**src/rtl/alarm_controller_if.sv**
```systemverilog
// Alarm controller signal bundle: time/alarm inputs, tick, buttons and ring indicators.
interface alarm_controller_if;
  logic       tick_1hz;
  logic       alarm_en;
  logic [4:0] hours;
  logic [5:0] minutes;
  logic [5:0] seconds;
  logic [4:0] a_hours;
  logic [5:0] a_minutes;
  logic [5:0] a_seconds;
  logic       snooze_but;
  logic       stop_but;
  logic       ring;
  logic       blink;
  logic       missed;
  logic [1:0] alarm_state;
  logic [1:0] snoozes_used;

  modport master (
    output tick_1hz, alarm_en, hours, minutes, seconds,
           a_hours, a_minutes, a_seconds, snooze_but, stop_but,
    input  ring, blink, missed, alarm_state, snoozes_used
  );

  modport slave (
    input  tick_1hz, alarm_en, hours, minutes, seconds,
           a_hours, a_minutes, a_seconds, snooze_but, stop_but,
    output ring, blink, missed, alarm_state, snoozes_used
  );
endinterface

```
**src/rtl/alarm_controller.sv**
```systemverilog
// Alarm sequencer: rings on time match, handles snooze/stop buttons,
// ring timeout on the 1 Hz tick and a per-event snooze limit.
module alarm_controller #(
  parameter int unsigned RING_TIMEOUT_S = 60,
  parameter int unsigned SNOOZE_S       = 300,
  parameter int unsigned MAX_SNOOZE     = 3
) (
  input  logic              CLK100MHZ,
  input  logic              reset,
  alarm_controller_if.slave ctl
);

  localparam logic [8:0] RING_TO = 9'(RING_TIMEOUT_S);
  localparam logic [8:0] SNZ_TO  = 9'(SNOOZE_S);
  localparam logic [1:0] MAX_SNZ = 2'(MAX_SNOOZE);

  typedef enum logic [1:0] {
    IDLE      = 2'd0,
    RINGING   = 2'd1,
    SNOOZE    = 2'd2,
    DISMISSED = 2'd3
  } state_t;

  state_t     state_q;
  logic [8:0] ring_cnt_q;
  logic [8:0] snz_cnt_q;
  logic [1:0] used_q;
  logic       ring_q;
  logic       blink_q;
  logic       missed_q;

  logic [1:0] snz_sync_q;
  logic       snz_prev_q;
  logic [1:0] stop_sync_q;
  logic       stop_prev_q;

  logic       snz_press;
  logic       stop_press;
  logic       match;
  logic [8:0] ring_cnt_inc;

  // Two-flop synchronizers plus previous-value flops for rising-edge detection
  always_ff @(posedge CLK100MHZ or negedge reset) begin
    if (!reset) begin
      snz_sync_q  <= '0;
      snz_prev_q  <= 1'b0;
      stop_sync_q <= '0;
      stop_prev_q <= 1'b0;
    end else begin
      snz_sync_q  <= {snz_sync_q[0], ctl.snooze_but};
      snz_prev_q  <= snz_sync_q[1];
      stop_sync_q <= {stop_sync_q[0], ctl.stop_but};
      stop_prev_q <= stop_sync_q[1];
    end
  end

  assign snz_press    = snz_sync_q[1] & ~snz_prev_q;
  assign stop_press   = stop_sync_q[1] & ~stop_prev_q;
  assign ring_cnt_inc = ring_cnt_q + 9'd1;
  assign match        = ctl.alarm_en &&
                        (ctl.hours   == ctl.a_hours)   &&
                        (ctl.minutes == ctl.a_minutes) &&
                        (ctl.seconds == ctl.a_seconds);

  // Alarm state machine with registered ring/blink/missed outputs
  always_ff @(posedge CLK100MHZ or negedge reset) begin
    if (!reset) begin
      state_q    <= IDLE;
      ring_cnt_q <= '0;
      snz_cnt_q  <= '0;
      used_q     <= '0;
      ring_q     <= 1'b0;
      blink_q    <= 1'b0;
      missed_q   <= 1'b0;
    end else begin
      // missed is acknowledged by a stop press while idle, independent of alarm_en
      if (state_q == IDLE && stop_press) missed_q <= 1'b0;

      if (!ctl.alarm_en) begin
        state_q    <= IDLE;
        ring_cnt_q <= '0;
        snz_cnt_q  <= '0;
        used_q     <= '0;
        ring_q     <= 1'b0;
        blink_q    <= 1'b0;
      end else begin
        case (state_q)
          IDLE: begin
            used_q <= '0;
            if (match) begin
              state_q    <= RINGING;
              ring_cnt_q <= '0;
              ring_q     <= 1'b1;
              blink_q    <= 1'b1;
            end
          end
          RINGING: begin
            if (stop_press) begin
              state_q <= DISMISSED;
              ring_q  <= 1'b0;
              blink_q <= 1'b0;
            end else if (snz_press) begin
              if (used_q < MAX_SNZ) begin
                state_q   <= SNOOZE;
                snz_cnt_q <= SNZ_TO;
                used_q    <= used_q + 2'd1;
              end else begin
                state_q <= DISMISSED;
              end
              ring_q  <= 1'b0;
              blink_q <= 1'b0;
            end else if (ctl.tick_1hz) begin
              ring_cnt_q <= ring_cnt_inc;
              blink_q    <= ~blink_q;
              if (ring_cnt_inc == RING_TO) begin
                state_q  <= DISMISSED;
                missed_q <= 1'b1;
                ring_q   <= 1'b0;
                blink_q  <= 1'b0;
              end
            end
          end
          SNOOZE: begin
            if (stop_press) begin
              state_q <= DISMISSED;
            end else if (ctl.tick_1hz) begin
              snz_cnt_q <= snz_cnt_q - 9'd1;
              if (snz_cnt_q == 9'd1) begin
                state_q    <= RINGING;
                ring_cnt_q <= '0;
                ring_q     <= 1'b1;
                blink_q    <= 1'b1;
              end
            end
          end
          DISMISSED: begin
            if (!match) begin
              state_q <= IDLE;
              used_q  <= '0;
            end
          end
          default: state_q <= IDLE;
        endcase
      end
    end
  end

  assign ctl.ring         = ring_q;
  assign ctl.blink        = blink_q;
  assign ctl.missed       = missed_q;
  assign ctl.alarm_state  = state_q;
  assign ctl.snoozes_used = used_q;

endmodule

```
**src/flat_wrapper.sv**
```systemverilog
// flat-port wrapper written by rule: the top's interface ports become plain ports
module alarm_controller_flat 
#(
  parameter int unsigned RING_TIMEOUT_S = 60,
  parameter int unsigned SNOOZE_S       = 300,
  parameter int unsigned MAX_SNOOZE     = 3
)
  (CLK100MHZ, reset, ctl_tick_1hz, ctl_alarm_en, ctl_hours, ctl_minutes, ctl_seconds, ctl_a_hours, ctl_a_minutes, ctl_a_seconds, ctl_snooze_but, ctl_stop_but, ctl_ring, ctl_blink, ctl_missed, ctl_alarm_state, ctl_snoozes_used);
  alarm_controller_if ctl_i ();
  input  logic CLK100MHZ;
  input  logic reset;
  input wire logic [$bits(ctl_i.tick_1hz)-1:0] ctl_tick_1hz;
  input wire logic [$bits(ctl_i.alarm_en)-1:0] ctl_alarm_en;
  input wire logic [$bits(ctl_i.hours)-1:0] ctl_hours;
  input wire logic [$bits(ctl_i.minutes)-1:0] ctl_minutes;
  input wire logic [$bits(ctl_i.seconds)-1:0] ctl_seconds;
  input wire logic [$bits(ctl_i.a_hours)-1:0] ctl_a_hours;
  input wire logic [$bits(ctl_i.a_minutes)-1:0] ctl_a_minutes;
  input wire logic [$bits(ctl_i.a_seconds)-1:0] ctl_a_seconds;
  input wire logic [$bits(ctl_i.snooze_but)-1:0] ctl_snooze_but;
  input wire logic [$bits(ctl_i.stop_but)-1:0] ctl_stop_but;
  output wire logic [$bits(ctl_i.ring)-1:0] ctl_ring;
  output wire logic [$bits(ctl_i.blink)-1:0] ctl_blink;
  output wire logic [$bits(ctl_i.missed)-1:0] ctl_missed;
  output wire logic [$bits(ctl_i.alarm_state)-1:0] ctl_alarm_state;
  output wire logic [$bits(ctl_i.snoozes_used)-1:0] ctl_snoozes_used;
  assign ctl_i.tick_1hz = ctl_tick_1hz;
  assign ctl_i.alarm_en = ctl_alarm_en;
  assign ctl_i.hours = ctl_hours;
  assign ctl_i.minutes = ctl_minutes;
  assign ctl_i.seconds = ctl_seconds;
  assign ctl_i.a_hours = ctl_a_hours;
  assign ctl_i.a_minutes = ctl_a_minutes;
  assign ctl_i.a_seconds = ctl_a_seconds;
  assign ctl_i.snooze_but = ctl_snooze_but;
  assign ctl_i.stop_but = ctl_stop_but;
  assign ctl_ring = ctl_i.ring;
  assign ctl_blink = ctl_i.blink;
  assign ctl_missed = ctl_i.missed;
  assign ctl_alarm_state = ctl_i.alarm_state;
  assign ctl_snoozes_used = ctl_i.snoozes_used;
  alarm_controller #(.RING_TIMEOUT_S(RING_TIMEOUT_S), .SNOOZE_S(SNOOZE_S), .MAX_SNOOZE(MAX_SNOOZE)) u_core (.CLK100MHZ(CLK100MHZ), .reset(reset), .ctl(ctl_i));
endmodule
```
**config.mk**
```make
export PLATFORM = sky130hd
export DESIGN_NAME = alarm_controller_flat
export DESIGN_NICKNAME = d
export VERILOG_FILES = /design/src/rtl/alarm_controller_if.sv /design/src/rtl/alarm_controller.sv /design/src/flat_wrapper.sv
export SDC_FILE = /design/constraint.sdc
export NUM_CORES = 1
export LEC_CHECK = 0
export ABC_AREA = 1
export CAP_MARGIN = 0
export CORE_MARGIN = 1
export CORE_UTILIZATION = 56
export CTS_CLUSTER_DIAMETER = 60
export DETAILED_ROUTE_END_ITERATION = 10
export MAX_ROUTING_LAYER = met4
export PLACE_DENSITY = 0.86
export SETUP_SLACK_MARGIN = 0.3
export SLEW_MARGIN = 30
export SYNTH_ARGS = -nofsm -noshare
export SYNTH_HDL_FRONTEND = slang
export SYNTH_SLANG_ARGS = --single-unit
export TNS_END_PERCENT = 10
```
**constraint.sdc**
```tcl
create_clock -name CLK100MHZ -period 4.05 [get_ports CLK100MHZ]
set_clock_uncertainty 0.1 [all_clocks]
set_input_delay 0.81 -clock CLK100MHZ [delete_from_list [all_inputs] [get_ports CLK100MHZ]]
set_output_delay 0.81 -clock CLK100MHZ [all_outputs]
set_load 0.05 [all_outputs]
```
## Word level (Yosys, flattened, before mapping)

Index checks and enable logic that the tools add are counted.

- $add $sub $neg: 3
- Magnitude comparators: 1
- Equality and inequality tests: 25
- Mux-type cells: 56
- Bitwise operators: 5
- Reduce and logical (&&, ||, !) cells: 11

Operators with widths:

| operator | count |
|---|---|
| $mux 9 | 14 |
| $mux 2 | 14 |
| $pmux 9 s3 | 1 |
| $mux 1 | 22 |
| $ne 3x3->1 const B | 6 |
| $pmux 9 s2 | 1 |
| $reduce_and 6->1 | 3 |
| $eq 6x6->1 | 2 |
| $ne 3x2->1 const B | 4 |
| $add 9x1->9 const B | 1 |
| $eq 9x1->1 const B | 1 |
| $eq 9x6->1 const B | 1 |
| $sub 9x1->9 const B | 1 |
| $ne 4x1->1 const B | 2 |
| $pmux 2 s4 | 1 |
| $reduce_and 8->1 | 1 |
| $reduce_and 7->1 | 1 |
| $pmux 1 s3 | 2 |
| $pmux 2 s3 | 1 |
| $eq 5x5->1 | 1 |
| $ne 5x2->1 const B | 1 |
| $ne 5x3->1 const B | 1 |
| $reduce_and 5->1 | 1 |
| $eq 2x2->1 const B | 2 |
| 10 further kinds | 16 |

- Register bits after elaboration: 31
- Bits of input ports: 40
- Output and inout port bits: 7
- Logic and storage cells: 112

## Longest topological paths before layout

- Depth after elaboration: 10
- Mapped depth: 13
- Depth with buffers taken out: 13

## Least setup slack after synthesis

No wires, ideal clock.

- Path kind: register to register
- From: register u_core.state_q[1] (netlist: u_core.ctl.alarm_state[1])
- To: register u_core.snz_cnt_q[6]
- Setup time: 0.126 ns
- Arrival time: 1.959 ns
- Data required time: 3.824 ns
- Slack: 1.865 ns
- Stages on the path, launching flop included: 11
- Buffers on the path: 0
- Path through: dfrtp_1 inv_1 ha_1 nand2_4 inv_2 o21ai_2 nand4_2 inv_2 nand2_1 nor3_1 nor3b_2

- Word-level cells in the longest chain between the ends: 3
- Elaborated cells on any way between the ends: 11

RTL lines:

| item | RTL line | source |
|---|---|---|
| start: declaration | alarm_controller.sv:24 | `state_t state_q;` |
| start signal: assignment | alarm_controller.sv:68 | `state_q <= IDLE;` |
| start signal: assignment | alarm_controller.sv:80 | `state_q <= IDLE;` |
| start signal: assignment | alarm_controller.sv:91 | `state_q <= RINGING;` |
| $eq 2x1->1 or $eq 2x2->1 (tied branches) | alarm_controller.sv:87 | `case (state_q)` |
| $ne 3x1->1 (no source line) (tied with other cells) | -- |  |
| $reduce_and 6->1 (no source line) or $mux 9 (tied branches) | -- |  |
| end signal: assignment | alarm_controller.sv:127 | `snz_cnt_q <= snz_cnt_q - 9'd1;` |
| end: declaration | alarm_controller.sv:26 | `logic [8:0] snz_cnt_q;` |

Parallel ways exist; a longest one is shown, timed or not.
A chain may end at the register's enable or synchronous reset.

## Final worst setup path

- From: input ctl_alarm_en
- To: register u_core.snz_cnt_q[6]

- Word-level cells in the longest chain between the ends: 2
- Elaborated cells on any way between the ends: 8

RTL lines:

| item | RTL line | source |
|---|---|---|
| start: declaration | flat_wrapper.sv:13 | `input wire logic [$bits(ctl_i.alarm_en)-1:0] ctl_alarm_en;` |
| $ne 3x1->1 (no source line) (tied with other cells) | -- |  |
| $reduce_and 6->1 (no source line) | -- |  |

Parallel ways exist; a longest one is shown, timed or not.

==> impl_metrics.csv <==
group,metric,value,unit
flow_run,drv_cap,0,
placed_design,place.gp.congestion,1.00,
hold_path,hp-class,"reg2reg",
floorplanning,dieArea,0.00438,mm²
critical_path,reg2reg_setup_slack,1.90,ns
critical_path,path_cells,"clkdlybuf4s50_1 -> nand2_4 -> inv_2 -> o21ai_2 -> nand4_2 -> inv_2 -> nand2_1 -> o21ai_1 -> nor3b_2",
sta,fin_crit_sh,0.631,
critical_path,end_kind,"flip-flop",
synth,syn-num-nets,409,
synth,syn_inst,359,
clocking,hold_buffers,0,
layout,antenna_cells,0,
synth,syn_area,0.00231,mm²
global_route,first_global_vias,2173,
floorplanning,rows,22,
route,antenna_left,0,
critical_path,critPathMaxFanout,10,
clocking,postCtsSetupBuffers,0,
route,wl_per_cell,12.0,µm
sta,setup-tns-final,0,ns
pwr,power_density,488,mW/mm²
sta,slew_headroom,0.658,
sta,max_freq,391,MHz
route,dr.pass1.iters,5,
synth,yosysSeqAreaShare,0.336,
layout,fillers,304,
layout,design_area,0.00295,mm²
layout,area_growth,27.7,%
hold_path,min_from,"u_core.snz_sync_q[0]",
hold_path,worstHoldPathCells,0,
global_route,antenna_found_initial,0,
critical_path,crit_path_frequent_cell,"inv_2",
hold_path,min_to,"u_core.snz_sync_q[1]",
floorplanning,initial_core_util,0.607,
layout,final_cell_mix,"nand2_1, inv_1, clkdlybuf4s50_1",
clocking,clk_pin_slew,0.07,ns
global_route,grt_first_pass_wirelength,9520,µm
synth,syn_area_per_cell,6.43,µm²
global_route,grt.total_usage,0.296,
outcome,status,"completed",
critical_path,arrival,2.67,ns
global_route,grt_remaining_overflow,0,
floorplanning,top_level_ports,47,
clocking,numCtsBuffers,5,
critical_path,crit_type,"in2reg",
critical_path,critPathBufInv,3,
sta,fin_crit,2.56,ns
pwr,p_total,1.44,mW
critical_path,worst-r2r-cell-count,10,
layout,drive_gt1_frac,0.0678,
synth,yosys_warnings,0,
placed_design,dp_cells,453,
sta,worst_pin_slew,0.512,ns
clocking,cts_num_sinks,31,
critical_path,slowest_delay,0.62,ns
critical_path,r2r_end,"u_core.snz_cnt_q[6]",
critical_path,critPathLaunchType,"input pin",
critical_path,cp.required,4.16,ns
floorplanning,die_w,66.2,µm
layout,multi_input_area,0.00125,mm²
clocking,cts_tree,"built",
route,num_vias,2332,
clocking,cts_resized,0,
layout,final-seq-area,776,µm²
sta,rsz0062_at_grt,"false",
synth,ys_ff_latch,31,
clocking,htree_levels,2,
sta,setup_violations,0,
pwr,p_leak,1.54,nW
placed_design,hpwl,4150,µm
route,drt-total-wl,5530,µm
layout,fin_nets,462,
pwr,vdd_drop_max,0.000405,V
layout,finalNonFillerCells,461,
layout,final_common_cell,"nand2_1",
critical_path,cp_slowest_cell,"clkdlybuf4s50_1",
sta,finalHoldViolCount,0,
route,drt_iter0_drc,185,
clocking,cts.path.max_buffers,2,
route,drc,0,
placed_design,dpl_cell_area,0.00283,mm²
layout,final_util,0.775,
critical_path,timing.rr.start,"u_core.ctl.alarm_state[1]",
route,avgViaCountPerCell,5.06,
critical_path,critPathTopFamily,"buffers and inverters",
placed_design,port_buffers,46,
global_route,grt_max_degree,32,
synth,synth_cell_types,29,
sta,timing.final.max_slew_violations,0,
clocking,clkLatencyLatePin,0.28,ns
floorplanning,die_h,66.2,µm
clocking,cts_root_buf,"clkbuf_8",
floorplanning,core_area,0.00380,mm²
==> sequential cells by signal, summed over array words and instances (netlist names) <==
register,flops
u_core.ring_cnt_q,9
u_core.snz_cnt_q,9
u_core.ctl.alarm_state,2
u_core.ctl.snoozes_used,2
u_core.snz_sync_q,2
u_core.stop_sync_q,2
u_core.ctl.blink,1
u_core.ctl.missed,1
u_core.ctl.ring,1
u_core.snz_prev_q,1
u_core.stop_prev_q,1
==> routing by layer <==
layer	part of all wire	vias up	track usage
met5	0	-	-
met4	0.017	0	0.0718
met3	0.045	11	0.0638
met2	0.48	55	0.499
met1	0.46	1051	0.363
li1	-	1215	-
==> cell type report <==
class | count | share of cell area
timing repair buffer | 47 | 0.159
tap | 48 | 0.0204
multi-input combinational | 254 | 0.424
clock buffer | 6 | 0.0280
sequential | 31 | 0.263
clock inverter | 2 | 0.0119
inverter | 73 | 0.0930
==> report_power, final <==
| group | switching (mW) | internal [mW] | total, mW |
|---|---|---|---|
| Sequential | 0.0595 | 0.379 | 0.438 |
| Combinational | 0.450 | 0.235 | 0.685 |
| Clock | 0.114 | 0.199 | 0.313 |
| Total | 0.623 | 0.813 | 1.44 |
==> Yosys cell counts, drive strengths merged <==
cell / count / area [µm²]
a21oi: 11 / 55.1
buf: 1 / 7.51
clkinv: 2 / 7.51
dfrtp: 31 / 776
ha: 10 / 125
inv: 71 / 267
nand2: 117 / 454
nand3: 21 / 110
nand4: 5 / 37.5
nor2: 46 / 200
nor3: 2 / 10.0
nor3b: 1 / 12.5
o2111ai: 1 / 8.76
o211ai: 2 / 15.0
o21ai: 27 / 139
o22ai: 4 / 25.0
o31ai: 1 / 7.51
or2: 1 / 6.26
xnor2: 3 / 26.3
xor2: 2 / 17.5
==> kinds of logic after synthesis <==
kind of cell / after synthesis / share of synthesized area
flip-flops: 31 / 0.336
AND/OR/NAND/NOR: 193 / 0.360
XOR/XNOR: 5 / 0.0190
buffers and inverters: 74 / 0.122
adder cells (fa/ha/maj): 10 / 0.0542
AO/OA/AOI/OAI: 46 / 0.108
==> worst max-delay path by stage <==
stage / start / slack, ns / cells past startpoint / to
2_1_floorplan: u_core.ctl.alarm_state[1] / 1.87 / 10 / u_core.snz_cnt_q[6]
3_3_place_gp: ctl_alarm_en / 1.27 / 11 / u_core.ring_cnt_q[5]
3_5_place_dp: ctl_alarm_en / 1.21 / 9 / u_core.ring_cnt_q[6]
4_1_cts: u_core.ctl.alarm_state[0] / 1.51 / 1 / ctl_alarm_state[0]
5_1_grt: ctl_alarm_en / 1.27 / 11 / u_core.ring_cnt_q[5]
6_report: ctl_alarm_en / 1.49 / 9 / u_core.snz_cnt_q[6]
==> worst reg2reg max path, cell delays in order (launching register included) <==
cell	delay, ns
dfrtp_1	0.45
inv_1	0.13
ha_1	0.27
nand2_4	0.14
inv_2	0.07
o21ai_2	0.09
nand4_2	0.21
inv_2	0.18
nand2_1	0.12
o21ai_1	0.16
nor3b_2	0.17
==> metrics by stage <==
stage                     worst slack, ns  hold slack, ns
after global routing                 1.27           0.256
after floorplan                      1.87           0.231
after global placement               1.27           0.235
after detailed placement             1.21           0.236
final                                1.49           0.248
after CTS                            1.51           0.251
(Power assumes the default switching activity.)
==> variant 1, RTL diff (same settings) <==
Make the reset (`reset`) synchronous in 2 clocked blocks.
--- a/src/rtl/alarm_controller.sv
+++ b/src/rtl/alarm_controller.sv
@@ -40,7 +40,7 @@
   logic [8:0] ring_cnt_inc;
 
   // Two-flop synchronizers plus previous-value flops for rising-edge detection
-  always_ff @(posedge CLK100MHZ or negedge reset) begin
+  always_ff @(posedge CLK100MHZ) begin
     if (!reset) begin
       snz_sync_q  <= '0;
       snz_prev_q  <= 1'b0;
@@ -63,7 +63,7 @@
                         (ctl.seconds == ctl.a_seconds);
 
   // Alarm state machine with registered ring/blink/missed outputs
-  always_ff @(posedge CLK100MHZ or negedge reset) begin
+  always_ff @(posedge CLK100MHZ) begin
     if (!reset) begin
       state_q    <= IDLE;
       ring_cnt_q <= '0;
Function: differs if reset is asserted again (counterexample within 4 cycles, from zero or initial values and one cycle with reset low); with reset held inactive, the same outputs for 10 cycles.
==> variant 1 against the unedited design <==
- synthesized area shrank 4.4%
- sequential cell count is the same
- sequential share of layout area shrank 4.4 points
- setup slack lost 0.097 ns
- critical endpoint is now u_core.ring_cnt_q[7]$_SDFFE_PN0P_
- via count grew 5.5%
- routed wire length shrank 0.38%
- cell area shrank 4.0%
- worst hold slack gained 0.063 ns
Power is not compared: it rests on default switching activity, and its combinational part moved more than twofold at a synthesized area within 25%.
==> variant 1: results (changes against the unedited design) <==
| Metric | Value |
|---|---|
| Status | `finished, final reports clean` |
| Final hold slack | `0.311 ns (+0.0628 ns)` |
| Signal buf overhead | `16.3% (+0.40 points)` |
| Placed Area | `0.00271 mm2 (-4.2%)` |
| Delay-heaviest family, CP | `simple AND/OR/NAND/NOR gates` |
| Length of routed wiring on met1 | `2440 um (-4.1%)` |
| Total GRT Usage | `29.3% (-0.30 points)` |
| Fin cells | `484 (+5.0%)` |
| Commonest cells post-synth | `nand2_1 (118), inv_1 (78), nor2_1 (50)` |
| Pre-antenna DRT Iters | `4 (-1)` |
| Share of cells above drive strength 1 | `4.13% (-2.7 points)` |
| Met3 WL post-DR | `378 um (+52%)` |
| Clock network share of area | `4.16% (+0.17 points)` |
| First-pass GRT wire length | `9360 um (-1.7%)` |
| Avg Inst Size Synth | `5.73 um2 (-11%)` |
| Vias/cell | `5.08 (+0.48%)` |
| Ys async rst share | `0% (-100 points)` |
| Top cells by area, synth | `dfxtp_1 (28%), nand2_1 (20%), inv_1 (13%)` |
| Number of non-clock buffers in the layout | `46 (-2.1%)` |
| Multi-input gates | `270 (+6.3%)` |
| Min-Delay Startpoint | `u_core.snz_sync_q[0]$_SDFF_PN0_` |
| Seq area share | `21.9% (-4.4 points)` |
| Layout fillers | `303 (-0.33%)` |
| Register area share after synthesis | `28.1% (-5.5 points)` |
| Post-route cell area | `0.00283 mm2 (-4.0%)` |
| Area of the multi-input gates | `0.00126 mm2 (+1.0%)` |
| Reg2reg end | `u_core.ring_cnt_q[7]$_SDFFE_PN0P_` |
| Worst EP arrival | `2.75 ns (+0.08 ns)` |
| Hold Path End | `u_core.snz_sync_q[1]$_SDFF_PN0_` |
variant 1: cell families after synthesis:
logic type,count (synthesis),share of synthesized area [%]
DFF,31,28.2
xor gates and xnor gates,4,1.59
and+or+nand+nor,222,43.4
AOI/OAI and AO/OA,39,9.42
buffers and inverters,84,14.6
adders and majority gates,5,2.84
variant 1: worst max path at each step:
stage | slack [ns] | to | startpoint | cells after the start
after floorplan | 2.05 | u_core.ring_cnt_q[8]$_SDFFE_PN0P_ | ctl_minutes[0] | 12
after global placement | 1.29 | u_core.ring_cnt_q[7]$_SDFFE_PN0P_ | ctl_a_seconds[1] | 13
after detailed placement | 1.20 | u_core.ring_cnt_q[7]$_SDFFE_PN0P_ | ctl_a_seconds[1] | 13
after CTS | 1.41 | u_core.ring_cnt_q[7]$_SDFFE_PN0P_ | ctl_a_seconds[1] | 13
after global routing | 1.22 | u_core.ring_cnt_q[7]$_SDFFE_PN0P_ | ctl_minutes[1] | 13
final | 1.40 | u_core.ring_cnt_q[7]$_SDFFE_PN0P_ | ctl_a_seconds[1] | 13
variant 1: worst reg2reg max path: cells and delay by family, from the launching register on:
kind                   cells  cell delay (ns)
buffers and inverters      1             0.19
AO/OA/AOI/OAI              2             0.45
AND/OR/NAND/NOR            6             0.93
flip-flops                 1             0.33
variant 1: power by group through the flow:
stage / combinational [mW] / sequential, mW / clock (mW)
2_1_floorplan: 0.0458 / 0.315 / 0
3_3_place_gp: 0.0964 / 0.315 / 0
3_5_place_dp: 0.0985 / 0.315 / 0
4_1_cts: 0.0992 / 0.308 / 0.317
5_1_grt: 0.111 / 0.308 / 0.330
6_report: 0.0992 / 0.308 / 0.313
variant 1: routing by layer:
layer,vias up,track usage [%]
met5,-,-
met4,0,9.72
met3,13,6.87
met2,82,50.3
met1,1078,33.4
li1,1287,-
==> variant 2, RTL diff (same flow settings) <==
Without the edit above. `RING_TIMEOUT_S` is set to 60 in 2 places; all go to 59.
--- a/src/rtl/alarm_controller.sv
+++ b/src/rtl/alarm_controller.sv
@@ -1,7 +1,7 @@
 // Alarm sequencer: rings on time match, handles snooze/stop buttons,
 // ring timeout on the 1 Hz tick and a per-event snooze limit.
 module alarm_controller #(
-  parameter int unsigned RING_TIMEOUT_S = 60,
+  parameter int unsigned RING_TIMEOUT_S = 59,
   parameter int unsigned SNOOZE_S       = 300,
   parameter int unsigned MAX_SNOOZE     = 3
 ) (
--- a/src/flat_wrapper.sv
+++ b/src/flat_wrapper.sv
@@ -1,7 +1,7 @@
 // flat-port wrapper written by rule: the top's interface ports become plain ports
 module alarm_controller_flat 
 #(
-  parameter int unsigned RING_TIMEOUT_S = 60,
+  parameter int unsigned RING_TIMEOUT_S = 59,
   parameter int unsigned SNOOZE_S       = 300,
   parameter int unsigned MAX_SNOOZE     = 3
 )
Function: no difference found for any inputs over 10 cycles, from zero or initial values and one cycle with reset low; that may be too few to reach the edited logic, so the function may still have changed.
==> variant 2 against the unedited design <==
- core utilization is 3.5 points lower
- die area is 3.2% higher
- critical path depth is 8 lower
- sequential cell count stayed put
- synthesized area is 3.3% higher
- cell count is 0.22% higher
- cell area is 2.0% higher
- synthesized cell count is 0.28% lower
- routed wire length is 2.0% lower
- total power is 2.8% lower
- setup slack better by 0.014 ns
- critical endpoint is now ctl_alarm_state[0]
- largest power group unchanged
==> variant 2: results (changes against the unedited design) <==
| Metric | Value |
|---|---|
| Worst-path fanout max | `8 (-2)` |
| Largest registers | `u_core.ring_cnt_q: 9 flops, u_core.snz_cnt_q: 9 flops` |
| Status | `finished, final reports clean` |
| Compound-Gate Fraction of Synth Area | `10.4% (-0.45 points)` |
| Crit-path max cell delay | `0.88 ns (+0.26 ns)` |
| Vias/cell | `5.06 (about the same)` |
| CTS Root Cell | `clkbuf_8` |
| Delay-heaviest family, CP | `buffers and inverters` |
| First-pass GRT wire length | `9090 um (-4.4%)` |
| Wire length on met2 | `2800 um (+5.8%)` |
| Xor/xnor share of the synthesized area | `1.47% (-0.43 points)` |
| Post-synthesis mux area share | `0% (unchanged)` |
| Top Metal Used | `met4` |
| Clock Latency Late Sink | `0.28 ns (about the same)` |
| ANT cells | `0 (unchanged)` |
| Ys Warns | `0 (unchanged)` |
| Share of cells above drive strength 1 | `11.2% (+4.4 points)` |
| Clock transition at path regs | `0.06 ns` |
| Yosys cell types | `36 (+24%)` |
| GPL Wtd Cong | `0.884 (-12%)` |
| Htree depth | `2 (unchanged)` |
| Final nets | `461 (-0.22%)` |
| Total GRT Usage | `27.6% (-2.0 points)` |
| Syn nets | `408 (-0.24%)` |
| Leak | `1.56 nW (+0.99%)` |
| PostCTS Resize Cnt | `0 (unchanged)` |
| Largest net degree at the start of global routing | `32 (unchanged)` |
| Register area share after synthesis | `32.5% (-1.1 points)` |
| Clk buf depth | `2 (unchanged)` |
| Placed Area | `0.00290 mm2 (+2.7%)` |
| Worst min-delay path class | `register to register` |
| DP HPWL | `4420 um (+6.5%)` |
| TritonCTS buffer count | `5 (unchanged)` |
| Ys async rst share | `100% (unchanged)` |
| Layout fillers | `341 (+12%)` |
| Commonest cells post-synth | `nand2_1 (106), inv_1 (65), nor2_1 (38)` |
| Port Buffers | `46 (unchanged)` |
| Post-CTS Setup Inserts | `0 (unchanged)` |
| Pre-antenna DRT Iters | `4 (-1)` |
| Max_slew headroom | `64.9% (-0.89 points)` |
| Ys flop type | `dfrtp_1` |
| Drt wl/cell | `11.7 um (-2.2%)` |
| Met3 WL post-DR | `213 um (-14%)` |
| Top cells by area, synth | `dfrtp_1 (33%), nand2_1 (17%), inv_1 (10%)` |
| Endpoints failing setup | `0 (unchanged)` |
| Length of routed wiring on met1 | `2350 um (-7.6%)` |
| Worst EP arrival | `1.63 ns (-1.04 ns)` |
| Post-Synth Adder-Cell Area | `5.25% (-0.17 points)` |
| Slowest cell on the critical path | `clkdlybuf4s50_1` |
| Initial drt markers | `122 (-34%)` |
| Initial antenna violation count | `0 (unchanged)` |
| Vias in the first global route | `2,199 (+1.2%)` |
| VDD IR max | `0.000291 V (-28%)` |
## variant 2: power by group
group / total [mW] / internal (mW) / leakage (nW) / switching, mW
clock network: 0.265 / 0.155 / 0.0515 / 0.110
registers: 0.430 / 0.376 / 0.404 / 0.0535
logic: 0.701 / 0.242 / 1.10 / 0.459
## variant 2: metrics by stage
step	hold WS [ns]	total power, mW	std cells	util [%]	worst slack, ns
6_report	0.250	1.40	462	74.0	1.51
5_1_grt	0.257	1.49	462	74.0	1.44
4_1_cts	0.251	1.40	462	74.0	1.51
3_5_place_dp	0.237	1.13	454	71.5	1.30
3_3_place_gp	0.231	1.10	454	71.5	1.34
2_1_floorplan	0.231	0.931	358	-	1.79
## variant 2: cell families (layout without fill, tap and decap cells)
family / after synthesis / in the layout
compound gates: 42 / 42
xor+xnor: 4 / 4
buf+inv: 73 / 127
fa+ha+maj: 10 / 10
simple gates: 198 / 198
flops: 31 / 31
## variant 2: final cells by class
type,count,area share [%]
repair buffers,47,15.6
well taps,50,2.08
multi-input cells,254,43.9
clock buffers,8,3.33
flip-flops and latches,31,25.8
inverters,72,9.25
## variant 2: routing by layer
layer,up-vias,GRT usage [%]
li1,1207,-
met1,1081,32.5
met2,41,47.4
met3,10,4.73
met4,0,9.04
met5,-,-
## variant 2: final timing paths
check                                                           start                                      to  slack, ns  cells after the start
worst max-delay path            u_core.ctl.alarm_state[0]$_DFFE_PN0P_                      ctl_alarm_state[0]       1.51                      1
worst min register to register         u_core.snz_sync_q[0]$_DFF_PN0_          u_core.snz_sync_q[1]$_DFF_PN0_       0.25                      0
worst max register to register  u_core.ctl.alarm_state[0]$_DFFE_PN0P_        u_core.ring_cnt_q[8]$_DFFE_PN0P_       1.84                     12
max in group asynchronous                                       reset  u_core.ctl.snoozes_used[1]$_DFFE_PN0P_       2.74                      2
worst min-delay path                   u_core.snz_sync_q[0]$_DFF_PN0_          u_core.snz_sync_q[1]$_DFF_PN0_       0.25                      0
min in group asynchronous                                       reset   u_core.ctl.alarm_state[1]$_DFFE_PN0P_       0.81                      2
